--- src/rtl/fetch_unit.sv ---
// fetch_unit: instruction fetch sequencer for a single-issue core.
//   Fetches one word from instruction memory at PC, presents it to the
//   decoder until the datapath commits it, then advances PC using the
//   decoder's next-PC select (plus4 / branch / jump).
// Ports:
//   clk, rst             clock, asynchronous active-high reset
//   imem_req/imem_addr   fetch request and word-aligned address (to memory)
//   imem_rdata/imem_ack  fetched word and completion strobe (from memory)
//   instr_valid, instr   latched instruction for the decoder
//   Op, Funct, PC        instr[31:26], instr[5:0], address of instr
//   NPCOp, exec_done     next-PC select and commit strobe (from datapath)
//   retired              committed-instruction counter (wraps)
//   fetch_err            sticky fetch timeout flag
// Build option: define FETCH_UNIT_TIMEOUT_EN to enable the fetch watchdog
//   (ERR state, fetch_err); otherwise FETCH waits indefinitely for ack.
module fetch_unit #(
  parameter logic [31:0] RESET_PC       = 32'h0000_3000,
  parameter int unsigned TIMEOUT_CYCLES = 255
) (
  input  logic        clk,
  input  logic        rst,
  output logic        imem_req,
  output logic [31:0] imem_addr,
  input  logic [31:0] imem_rdata,
  input  logic        imem_ack,
  output logic        instr_valid,
  output logic [31:0] instr,
  output logic [5:0]  Op,
  output logic [5:0]  Funct,
  output logic [31:0] PC,
  input  logic [1:0]  NPCOp,
  input  logic        exec_done,
  output logic [31:0] retired,
  output logic        fetch_err
);

  localparam int unsigned XLEN = 32;
  localparam int unsigned CW   = 8;
  localparam logic [XLEN-1:0] PC_RST = {RESET_PC[XLEN-1:2], 2'b00};

  // Watchdog limit must fit the 8-bit counter and be non-zero.
  if (TIMEOUT_CYCLES < 1 || TIMEOUT_CYCLES > 255) begin : g_bad_timeout
    $error("fetch_unit: TIMEOUT_CYCLES must be in 1..255");
  end

  typedef enum logic [1:0] {
    FETCH = 2'd0,
    ISSUE = 2'd1,
    ERR   = 2'd2
  } state_e;

  state_e            state_q, state_d;
  logic [XLEN-1:0]   pc_q, pc_d;
  logic [XLEN-1:0]   instr_q, instr_d;
  logic [XLEN-1:0]   ret_q, ret_d;
  logic              req_q, req_d;
  logic              valid_q, valid_d;
  logic [XLEN-1:0]   pc_plus4;
  logic [XLEN-1:0]   br_off;
  logic [XLEN-1:0]   npc;

`ifdef FETCH_UNIT_TIMEOUT_EN
  localparam logic [CW-1:0] TO_LIMIT = CW'(TIMEOUT_CYCLES);
  logic [CW-1:0] cnt_q, cnt_d;
  logic [CW-1:0] cnt_inc;
  logic          err_q, err_d;
`endif

  // Next-PC selection; reserved encoding behaves as plus4.
  always_comb begin
    pc_plus4 = pc_q + 32'd4;
    br_off   = {{14{instr_q[15]}}, instr_q[15:0], 2'b00};
    case (NPCOp)
      2'b01:   npc = pc_plus4 + br_off;
      2'b10:   npc = {pc_plus4[31:28], instr_q[25:0], 2'b00};
      default: npc = pc_plus4;
    endcase
  end

  // Next-state and register update logic.
  always_comb begin
    state_d = state_q;
    pc_d    = pc_q;
    instr_d = instr_q;
    ret_d   = ret_q;
    req_d   = req_q;
    valid_d = valid_q;
`ifdef FETCH_UNIT_TIMEOUT_EN
    cnt_d   = cnt_q;
    err_d   = err_q;
    cnt_inc = cnt_q + CW'(1);
`endif
    case (state_q)
      FETCH: begin
        // req_q is low only in the first cycle after reset; an ack there
        // answers no request and is ignored.
        req_d   = 1'b1;
        valid_d = 1'b0;
        if (req_q && imem_ack) begin
          instr_d = imem_rdata;
          state_d = ISSUE;
          req_d   = 1'b0;
          valid_d = 1'b1;
`ifdef FETCH_UNIT_TIMEOUT_EN
          cnt_d   = '0;
`endif
        end
`ifdef FETCH_UNIT_TIMEOUT_EN
        else if (req_q) begin
          if (cnt_inc == TO_LIMIT) begin
            state_d = ERR;
            req_d   = 1'b0;
            err_d   = 1'b1;
            cnt_d   = '0;
          end else begin
            cnt_d = cnt_inc;
          end
        end
`endif
      end
      ISSUE: begin
        req_d   = 1'b0;
        valid_d = 1'b1;
        if (exec_done) begin
          pc_d    = npc;
          ret_d   = ret_q + 32'd1;
          state_d = FETCH;
          req_d   = 1'b1;
          valid_d = 1'b0;
        end
      end
`ifdef FETCH_UNIT_TIMEOUT_EN
      ERR: begin
        req_d   = 1'b0;
        valid_d = 1'b0;
        err_d   = 1'b1;
      end
`endif
      default: begin
        state_d = FETCH;
        req_d   = 1'b0;
        valid_d = 1'b0;
      end
    endcase
  end

  // State and datapath registers.
  always_ff @(posedge clk or posedge rst) begin
    if (rst) begin
      state_q <= FETCH;
      pc_q    <= PC_RST;
      instr_q <= '0;
      ret_q   <= '0;
      req_q   <= 1'b0;
      valid_q <= 1'b0;
`ifdef FETCH_UNIT_TIMEOUT_EN
      cnt_q   <= '0;
      err_q   <= 1'b0;
`endif
    end else begin
      state_q <= state_d;
      pc_q    <= {pc_d[XLEN-1:2], 2'b00};
      instr_q <= instr_d;
      ret_q   <= ret_d;
      req_q   <= req_d;
      valid_q <= valid_d;
`ifdef FETCH_UNIT_TIMEOUT_EN
      cnt_q   <= cnt_d;
      err_q   <= err_d;
`endif
    end
  end

  assign imem_req    = req_q;
  assign imem_addr   = pc_q;
  assign instr_valid = valid_q;
  assign instr       = instr_q;
  assign Op          = instr_q[31:26];
  assign Funct       = instr_q[5:0];
  assign PC          = pc_q;
  assign retired     = ret_q;
`ifdef FETCH_UNIT_TIMEOUT_EN
  assign fetch_err   = err_q;
`else
  assign fetch_err   = 1'b0;
`endif

endmodule

--- config.mk ---
export PLATFORM = sky130hd
export DESIGN_NAME = fetch_unit
export DESIGN_NICKNAME = d
export VERILOG_FILES = /design/src/rtl/fetch_unit.sv
export SDC_FILE = /design/constraint.sdc
export NUM_CORES = 1
export LEC_CHECK = 0
export ABC_CLOCK_PERIOD_IN_PS = 4650
export CAP_MARGIN = 20
export CORE_ASPECT_RATIO = 1.1
export CORE_UTILIZATION = 50
export DETAILED_ROUTE_END_ITERATION = 8
export GPL_TIMING_DRIVEN = 0
export PLACE_DENSITY = 0.87
export SYNTH_ARGS = -nofsm -noshare
export SYNTH_HDL_FRONTEND = slang
export SYNTH_SLANG_ARGS = --single-unit
export TNS_END_PERCENT = 5
--- constraint.sdc ---
create_clock -name clk -period 4.65 [get_ports clk]
set_input_delay 0.93 -clock clk [delete_from_list [all_inputs] [get_ports clk]]
set_output_delay 0.93 -clock clk [all_outputs]
set_load 0.005 [all_outputs]
== After elaboration in Yosys (flattened, before gate mapping) ==
Cells that the tools add are included.

* Register bits: 98
* Output and inout port bits: 143
* Input bits: 38
* Word-level logic and storage cells: 29

* $add $sub $neg: 3
* Reductions and logical operators: 5
* Equal/unequal tests: 5
* Mux-type cells: 10

{| class="wikitable"
|+ Operators by type and width
! kind !! count
|-
| one-hot mux 32 bit (2 select lines) || 1
|-
| adder 32 x 1 -> 32 bit (second input constant) || 1
|-
| adder 32 x 3 -> 32 bit (second input constant) || 1
|-
| adder 32 bit || 1
|-
| AND reduction 2 bit || 3
|-
| == test 2 x 1 -> 1 bit (second input constant) || 2
|-
| 2-to-1 mux 1 bit || 4
|-
| 2-to-1 mux 2 bit || 2
|-
| != test 2 bit (second input constant) || 2
|-
| one-hot mux 1 bit (2 select lines) || 2
|-
| one-hot mux 2 bit (2 select lines) || 1
|-
| == test 2 bit (second input constant) || 1
|-
| logical NOT 2 bit || 1
|-
| logical AND 1 bit || 1
|}

== Depth between registers and ports, before layout ==
Gate-level depths: netlist of run 1.

* Depth in word-level cells: 3
* Gate-level depth with buffers: 17

== Worst setup path before layout of run 1 ==
OpenSTA, ideal clock, no wires.

* Kind: register to register
* From: reg pc_q[2] (netlist: PC[2])
* To: reg pc_q[27] (netlist: PC[27])
* Path slack: 1.145 ns
* Path buffers: 1
* Cell stages (with the launch flop): 16
* Data arrival time: 3.423 ns
* Library setup time: 0.082 ns
* Clock period less this slack: 3.505 ns
* Cells stage by stage: dfrtp_1 ha_1 and4_1 and2_1 buf_2 and4_1 xor2_1 ha_1 nand4_1 or3_1 a31o_2 a22o_1 a31oi_2 nor3b_1 o21ai_0 a31oi_1

* Cells in the longest elaborated chain, start to end: 3

{| class="wikitable"
|+ Ends and longest elaborated chain
! what !! line !! RTL
|-
| from (decl) || 53 || <nowiki>logic [XLEN-1:0] pc_q, pc_d;</nowiki>
|-
| from (signal assigned) || 162 || <nowiki>pc_q <= {pc_d[XLEN-1:2], 2'b00};</nowiki>
|-
| adder 32 x 3 -> 32 bit (*) || 71 || <nowiki>pc_plus4 = pc_q + 32'd4;</nowiki>
|-
| adder 32 bit || 74 || <nowiki>2'b01: npc = pc_plus4 + br_off;</nowiki>
|-
| one-hot mux 32 bit (2 select lines) (*) || 73 || <nowiki>case (NPCOp)</nowiki>
|}

Every way passes the cells marked *; elsewhere a longest branch is shown, timed or not.
A chain may end at the register's enable or synchronous reset.

== Worst setup path in the final report of run 1 ==
* From: reg pc_q[2] (netlist: PC[2])
* To: reg pc_q[24] (netlist: PC[24])

The elaborated chain is that of the path after synthesis.

==> results.json, run 1 <==
{
  "pin_count": 181,
  "yosysTopAreaCell": "dfrtp_1",
  "async_flop_share_pct": 100,
  "synth.top_cell.area_share_pct": 33.9,
  "cts_made_buffers": 9,
  "relSlewSlack_pct": 43.2,
  "layout_common_cells": "175 x clkdlybuf4s50_1, 95 x dfrtp_1, 63 x nand2_1",
  "clockBufferDepth": 2,
  "r2r_cells": 14,
  "clockRootBuffer": "clkbuf_16",
  "p_sw_share_pct": 42.9,
  "min_period_ns": 4.32,
  "ys_top_cells_by_area": "dfrtp_1 34%, xnor2_1 7.5%, ha_1 7.0%",
  "area_delta_synth_final_pct": 33.1,
  "critPathLaunchType": "flip-flop",
  "route.detailed.drc": 0,
  "grt-ovfl-total": 0,
  "design.die.area_sq_um": 14500,
  "whs_path_depth": 1,
  "cts-hold-fix-buffers": 0,
  "grt_max_degree": 63,
  "reg2reg_to": "PC[24]$_DFFE_PP0P_",
  "whs_ns": 0.475,
  "drive_gt1_share_pct": 11.9,
  "ys_ff_latch": 97,
  "worst_slew_pin_slew_ns": 0.830,
  "synth_area_per_cell_sq_um": 9.07,
  "leakage_nw": 3.97,
  "synth-edff-count": 0,
  "groute.usage.overall_pct": 29.5,
  "cts_tree": "built",
  "gp_congestion": 0.961,
  "drt_iter0_markers": 678,
  "intPower_mw": 3.85,
  "total_power_mw": 6.75,
  "htreeDepth": 3,
  "core-area_sq_um": 13700,
  "cp.required_ns": 4.87,
  "n_antenna_cell": 0,
  "clk_pin_slew_ns": 0.07,
  "ys_seq_area_share_pct": 34.7,
  "yosysUniqueCellTypes": 63,
  "rrSetupSlack_ns": 0.33,
  "wl_per_cell_um": 18.0,
  "grt_pass1_vias": 6454,
  "p_per_area_nw_per_um2": 724,
  "slew_viol_final": 0,
  "viasPerCell": 5.85,
  "critPathSlowestCell": "a2111oi_0",
  "final_nets": 1041,
  "synthCells": 772,
  "holdCritPathClass": "flip-flop to flip-flop",
  "rsz0062_at_grt": "no",
  "yosys_warnings": 0,
  "cts.sinks": 97,
  "clk_latency_ns": 0.35,
  "grt_pass1_wl_mm": 33.5,
  "status": "finished, final reports clean",
  "initial_core_util_pct": 51.0,
  "ctsResizeCount": 0,
  "die_x_um": 115,
  "end_kind": "flip-flop",
  "period_share_pct": 93.0,
  "finalSetupViolations": 0,
  "p_sw_mw": 2.90,
  "via_count": 6757,
  "worstReg2RegStart": "PC[2]$_DFFE_PP0P_",
  "max_stage_delay_ns": 0.68,
  "wl_mm": 20.8,
  "die_y_um": 126,
  "fp-row-count": 45,
  "layout_commonest_cell": "clkdlybuf4s50_1",
  "cap_violations": 0,
  "crit_arrival_ns": 4.54,
  "hold_end": "retired[31]$_DFFE_PP0P_",
  "crit_chain": "ha_1, and4_1, and2_1, buf_2, and4_1, xor2_1, ha_1, nand4_1, a2111oi_0, o2111ai_1, a21oi_1, o21ai_0, a41oi_1, a21oi_1",
  "synthFlopType": "dfrtp_1",
  "p_seq_share_pct": 24.8,
  "portBuffers": 175,
  "synth_area_sq_um": 7000,
  "postRouteAntennaNets": 0,
  "hold_violations": 0,
  "p_comb_share_pct": 64.6,
  "dp_hpwl_mm": 15.8,
  "firstDrtPassIters": 5,
  "antenna_found_initial": 0,
  "worstPathMaxFanout": 9,
  "power.share.clock_pct": 10.6,
  "ir_drop_mv": 0.439,
  "cts_setup_buffers": 0,
  "crit_type": "flip-flop to flip-flop",
  "skew_ns": 0.00758,
  "max_freq_ghz": 0.231,
  "hp-start": "retired[31]$_DFFE_PP0P_"
}
layout make-up:
cell class,count,area (sq um)
well taps,188,235
clock buffers,9,225
plain buffers,81,484
inverters,25,96.3
repair buffers,176,1780
fillers,1125,4410
multi-input cells,573,4010
flip-flops and latches,97,2430
clock inverters,7,62.6
synth_stat cells (4+ instances only):
| cell | number |
|---|---|
| a21oi_1 | 59 |
| nor3_1 | 6 |
| nand3_1 | 36 |
| a21o_1 | 11 |
| and4_1 | 10 |
| a221oi_1 | 15 |
| a41oi_1 | 4 |
| xnor2_1 | 60 |
| nor2b_1 | 9 |
| clkbuf_1 | 28 |
| o21ai_0 | 43 |
| xor2_1 | 25 |
| mux2_2 | 32 |
| inv_1 | 25 |
| nand2_1 | 63 |
| ha_1 | 39 |
| nor2_1 | 32 |
| buf_4 | 47 |
| and2_1 | 9 |
| o21bai_1 | 5 |
| o22a_1 | 4 |
| dfrtp_1 | 95 |
| and3_1 | 14 |
| o22ai_1 | 8 |
| nand2b_1 | 4 |
| a31o_2 | 4 |
| nand4_1 | 15 |
| a31oi_1 | 13 |
critical path, delay by kind of cell (launching register included):
family / cells / cell delay [ns]
adders and majority gates: 2 / 0.56
buffers and inverters: 1 / 0.21
xor gates and xnor gates: 1 / 0.27
and+or+nand+nor: 4 / 0.81
AOI/OAI and AO/OA: 6 / 1.81
DFF: 1 / 0.53
sequential cells by signal, summed over array words and instances, names as in the netlist:
| signal | count |
|---|---|
| PC | 30 |
| instr_valid | 1 |
| imem_req | 1 |
| retired | 32 |
| state_q | 1 |
| instr | 32 |
through the flow:
step | cell area [sq um] | TNS, ns | instances | util, % | worst slack, ns
after floorplan | 7020 | 0 | 776 | - | 1.14
after CTS | 9320 | 0 | 1156 | 67.9 | 0.419
final | 9320 | 0 | 1156 | 67.9 | 0.327
after detailed placement | 9040 | 0 | 1140 | 65.8 | 0.502
after global routing | 9320 | 0 | 1156 | 67.9 | 0.0345
after global placement | 9010 | -27.01 | 1139 | 65.6 | -0.295
worst max path at each step:
stage / start / endpoint / slack (ns) / depth (start not counted)
after CTS: PC[13]$_DFFE_PP1P_ / PC[26]$_DFFE_PP0P_ / 0.42 / 15
after detailed placement: PC[13]$_DFFE_PP1P_ / PC[26]$_DFFE_PP0P_ / 0.50 / 15
final: PC[2]$_DFFE_PP0P_ / PC[24]$_DFFE_PP0P_ / 0.33 / 14
after global placement: rst / PC[15]$_DFFE_PP0P_ / -0.29 / 2
after floorplan: PC[2]$_DFFE_PP0P_ / PC[27]$_DFFE_PP0P_ / 1.14 / 15
after global routing: PC[2]$_DFFE_PP0P_ / PC[24]$_DFFE_PP0P_ / 0.03 / 14
power groups by stage:
stage / combinational [mW] / clock [mW] / sequential, mW
after detailed placement: 4.28 / 0 / 1.67
final: 4.36 / 0.719 / 1.67
after global routing: 4.76 / 0.766 / 1.72
after CTS: 4.32 / 0.729 / 1.66
after floorplan: 2.71 / 0 / 1.54
after global placement: 4.20 / 0 / 1.66
logic make-up after synthesis:
logic type / count (synthesis) / synth area share, %
AO/OA/AOI/OAI: 201 / 18.4
XOR/XNOR: 85 / 10.6
adder cells (fa/ha/maj): 40 / 7.25
buffers and inverters: 106 / 8.25
flip-flops: 97 / 34.7
multiplexers: 32 / 5.14
other: 1 / 0.0535
AND/OR/NAND/NOR: 210 / 15.6
per-layer routing:
metal  GRT usage, %  routed length [um]  up-vias
li1               -                   -     3114
met1           38.1                8160     3184
met2           49.4               10000      389
met3           4.57                1860       70
met4           11.1                 736        0
met5              0                   0        -
No activity file was read; power rests on OpenSTA's default activity.
==> run 2, diff against run 1 <==
--- a/config.mk
+++ b/config.mk
@@ -6,7 +6,6 @@
 export NUM_CORES = 1
 export LEC_CHECK = 0
 export ABC_CLOCK_PERIOD_IN_PS = 4650
-export CAP_MARGIN = 20
 export CORE_ASPECT_RATIO = 1.1
 export CORE_UTILIZATION = 50
 export DETAILED_ROUTE_END_ITERATION = 8
==> results.json, run 2 (synthesis gave the netlist of run 1 again) <==
{
  "status": "finished, final reports clean",
  "crit_arrival_ns": 4.54,
  "slew_viol_final": 0,
  "period_share_pct": 93.0,
  "clockBufferDepth": 2,
  "area_delta_synth_final_pct": 33.1,
  "skew_ns": 0.00758,
  "clk_pin_slew_ns": 0.07,
  "crit_chain": "ha_1, and4_1, and2_1, buf_2, and4_1, xor2_1, ha_1, nand4_1, a2111oi_0, o2111ai_1, a21oi_1, o21ai_0, a41oi_1, a21oi_1",
  "wl_per_cell_um": 18.0,
  "total_power_mw": 6.75,
  "critPathSlowestCell": "a2111oi_0",
  "intPower_mw": 3.85,
  "pin_count": 181,
  "critPathLaunchType": "flip-flop",
  "fillers": 1125,
  "cp_num_buf_inv": 1,
  "min_period_ns": 4.32,
  "drt_iter0_markers": 678,
  "dpl_cell_area_sq_um": 9040,
  "p_sw_share_pct": 42.9,
  "clockRootBuffer": "clkbuf_16",
  "seqCellArea_sq_um": 2430,
  "max_freq_ghz": 0.231,
  "htreeDepth": 3,
  "worstPathMaxFanout": 9,
  "cp.required_ns": 4.87,
  "r2r_cells": 14,
  "grt_pass1_vias": 6454,
  "wl_mm": 20.8,
  "max_stage_delay_ns": 0.68,
  "fin_area_sq_um": 9320,
  "p_per_area_nw_per_um2": 724,
  "layout_commonest_cell": "clkdlybuf4s50_1",
  "p_comb_share_pct": 64.6,
  "placed_cells": 1140,
  "ctsResizeCount": 0,
  "multi_input_area_sq_um": 4010,
  "layoutNonFillerInstCount": 1156,
  "cts_tree": "built",
  "grt_max_degree": 63,
  "p_seq_share_pct": 24.8,
  "gp_congestion": 0.961,
  "relSlewSlack_pct": 43.2,
  "firstDrtPassIters": 5,
  "cts_setup_buffers": 0,
  "via_count": 6757,
  "worstReg2RegStart": "PC[2]$_DFFE_PP0P_",
  "layout_common_cells": "175 x clkdlybuf4s50_1, 95 x dfrtp_1, 63 x nand2_1",
  "reg2reg_to": "PC[24]$_DFFE_PP0P_",
  "drive_gt1_share_pct": 11.9,
  "cap_violations": 0,
  "leakage_nw": 3.97,
  "power.share.clock_pct": 10.6,
  "grt_pass1_wl_mm": 33.5,
  "hold_violations": 0,
  "crit_type": "flip-flop to flip-flop",
  "initial_core_util_pct": 51.0,
  "grt-ovfl-total": 0,
  "dp_hpwl_mm": 15.8,
  "groute.usage.overall_pct": 29.5,
  "final_nets": 1041,
  "route.detailed.drc": 0,
  "p_sw_mw": 2.90,
  "clk_latency_ns": 0.35,
  "finalSetupViolations": 0,
  "die_x_um": 115,
  "postRouteAntennaNets": 0,
  "rsz0062_at_grt": "no",
  "viasPerCell": 5.85,
  "cts-hold-fix-buffers": 0,
  "rrSetupSlack_ns": 0.33,
  "core-area_sq_um": 13700,
  "hold_end": "retired[31]$_DFFE_PP0P_",
  "whs_path_depth": 1,
  "utilization_pct": 67.9,
  "cts.sinks": 97,
  "crit_family": "compound AO/OA/AOI/OAI gates",
  "cts_made_buffers": 9,
  "ir_drop_mv": 0.439,
  "design.die.area_sq_um": 14500,
  "n_antenna_cell": 0,
  "worst_slew_pin_slew_ns": 0.830,
  "holdCritPathClass": "flip-flop to flip-flop",
  "fp-row-count": 45,
  "die_y_um": 126,
  "antenna_found_initial": 0,
  "hp-start": "retired[31]$_DFFE_PP0P_",
  "portBuffers": 175,
  "end_kind": "flip-flop"
}
==> run 2: worst register-to-register path: stages (launching register included) <==
cell       delay, ns
dfrtp_1         0.53
ha_1            0.31
and4_1          0.31
and2_1          0.15
buf_2           0.21
and4_1          0.23
xor2_1          0.27
ha_1            0.25
nand4_1         0.12
a2111oi_0       0.68
o2111ai_1       0.34
a21oi_1         0.25
o21ai_0         0.13
a41oi_1         0.31
a21oi_1         0.10
==> run 2: final cells by class <==
cell class	count	area share, %
Buffer	81	5.19
Clock buffer	9	2.42
Clock inverter	7	0.671
Inverter	25	1.03
Multi-Input combinational cell	573	43.0
Sequential cell	97	26.1
Tap cell	188	2.52
Timing Repair Buffer	176	19.1
==> run 2: layer usage <==
layer / wire length (um) / track usage, % / share of wire (%) / vias to the layer above
met5: 0 / 0 / 0 / -
met4: 736 / 11.1 / 3.5 / 0
met3: 1860 / 4.57 / 8.9 / 70
met2: 10000 / 49.4 / 48 / 389
met1: 8160 / 38.1 / 39 / 3184
li1: - / - / - / 3114
==> run 2: worst max-delay path by stage <==
| stage | start | to | slack, ns | depth (start not counted) |
|---|---|---|---|---|
| finish | PC[2]$_DFFE_PP0P_ | PC[24]$_DFFE_PP0P_ | 0.33 | 14 |
| global route | PC[2]$_DFFE_PP0P_ | PC[24]$_DFFE_PP0P_ | 0.03 | 14 |
| CTS | PC[13]$_DFFE_PP1P_ | PC[26]$_DFFE_PP0P_ | 0.42 | 15 |
| global placement | rst | PC[15]$_DFFE_PP0P_ | -0.29 | 2 |
| detailed placement | PC[13]$_DFFE_PP1P_ | PC[26]$_DFFE_PP0P_ | 0.50 | 15 |
| floorplan | PC[2]$_DFFE_PP0P_ | PC[27]$_DFFE_PP0P_ | 1.14 | 15 |
==> run 2: stage by stage <==
stage	TNS, ns	setup WS [ns]	hold WS (ns)
final	0	0.327	0.475
after global routing	0	0.0345	0.507
after CTS	0	0.419	0.484
after global placement	-27.01	-0.295	0.460
after floorplan	0	1.14	0.468
after detailed placement	0	0.502	0.475
==> run 2: power by group through the flow <==
stage	registers (mW)	clock network (mW)	logic, mW
after floorplan	1.54	0	2.71
after global placement	1.66	0	4.20
after detailed placement	1.67	0	4.28
after CTS	1.66	0.729	4.32
after global routing	1.72	0.766	4.76
final	1.67	0.719	4.36
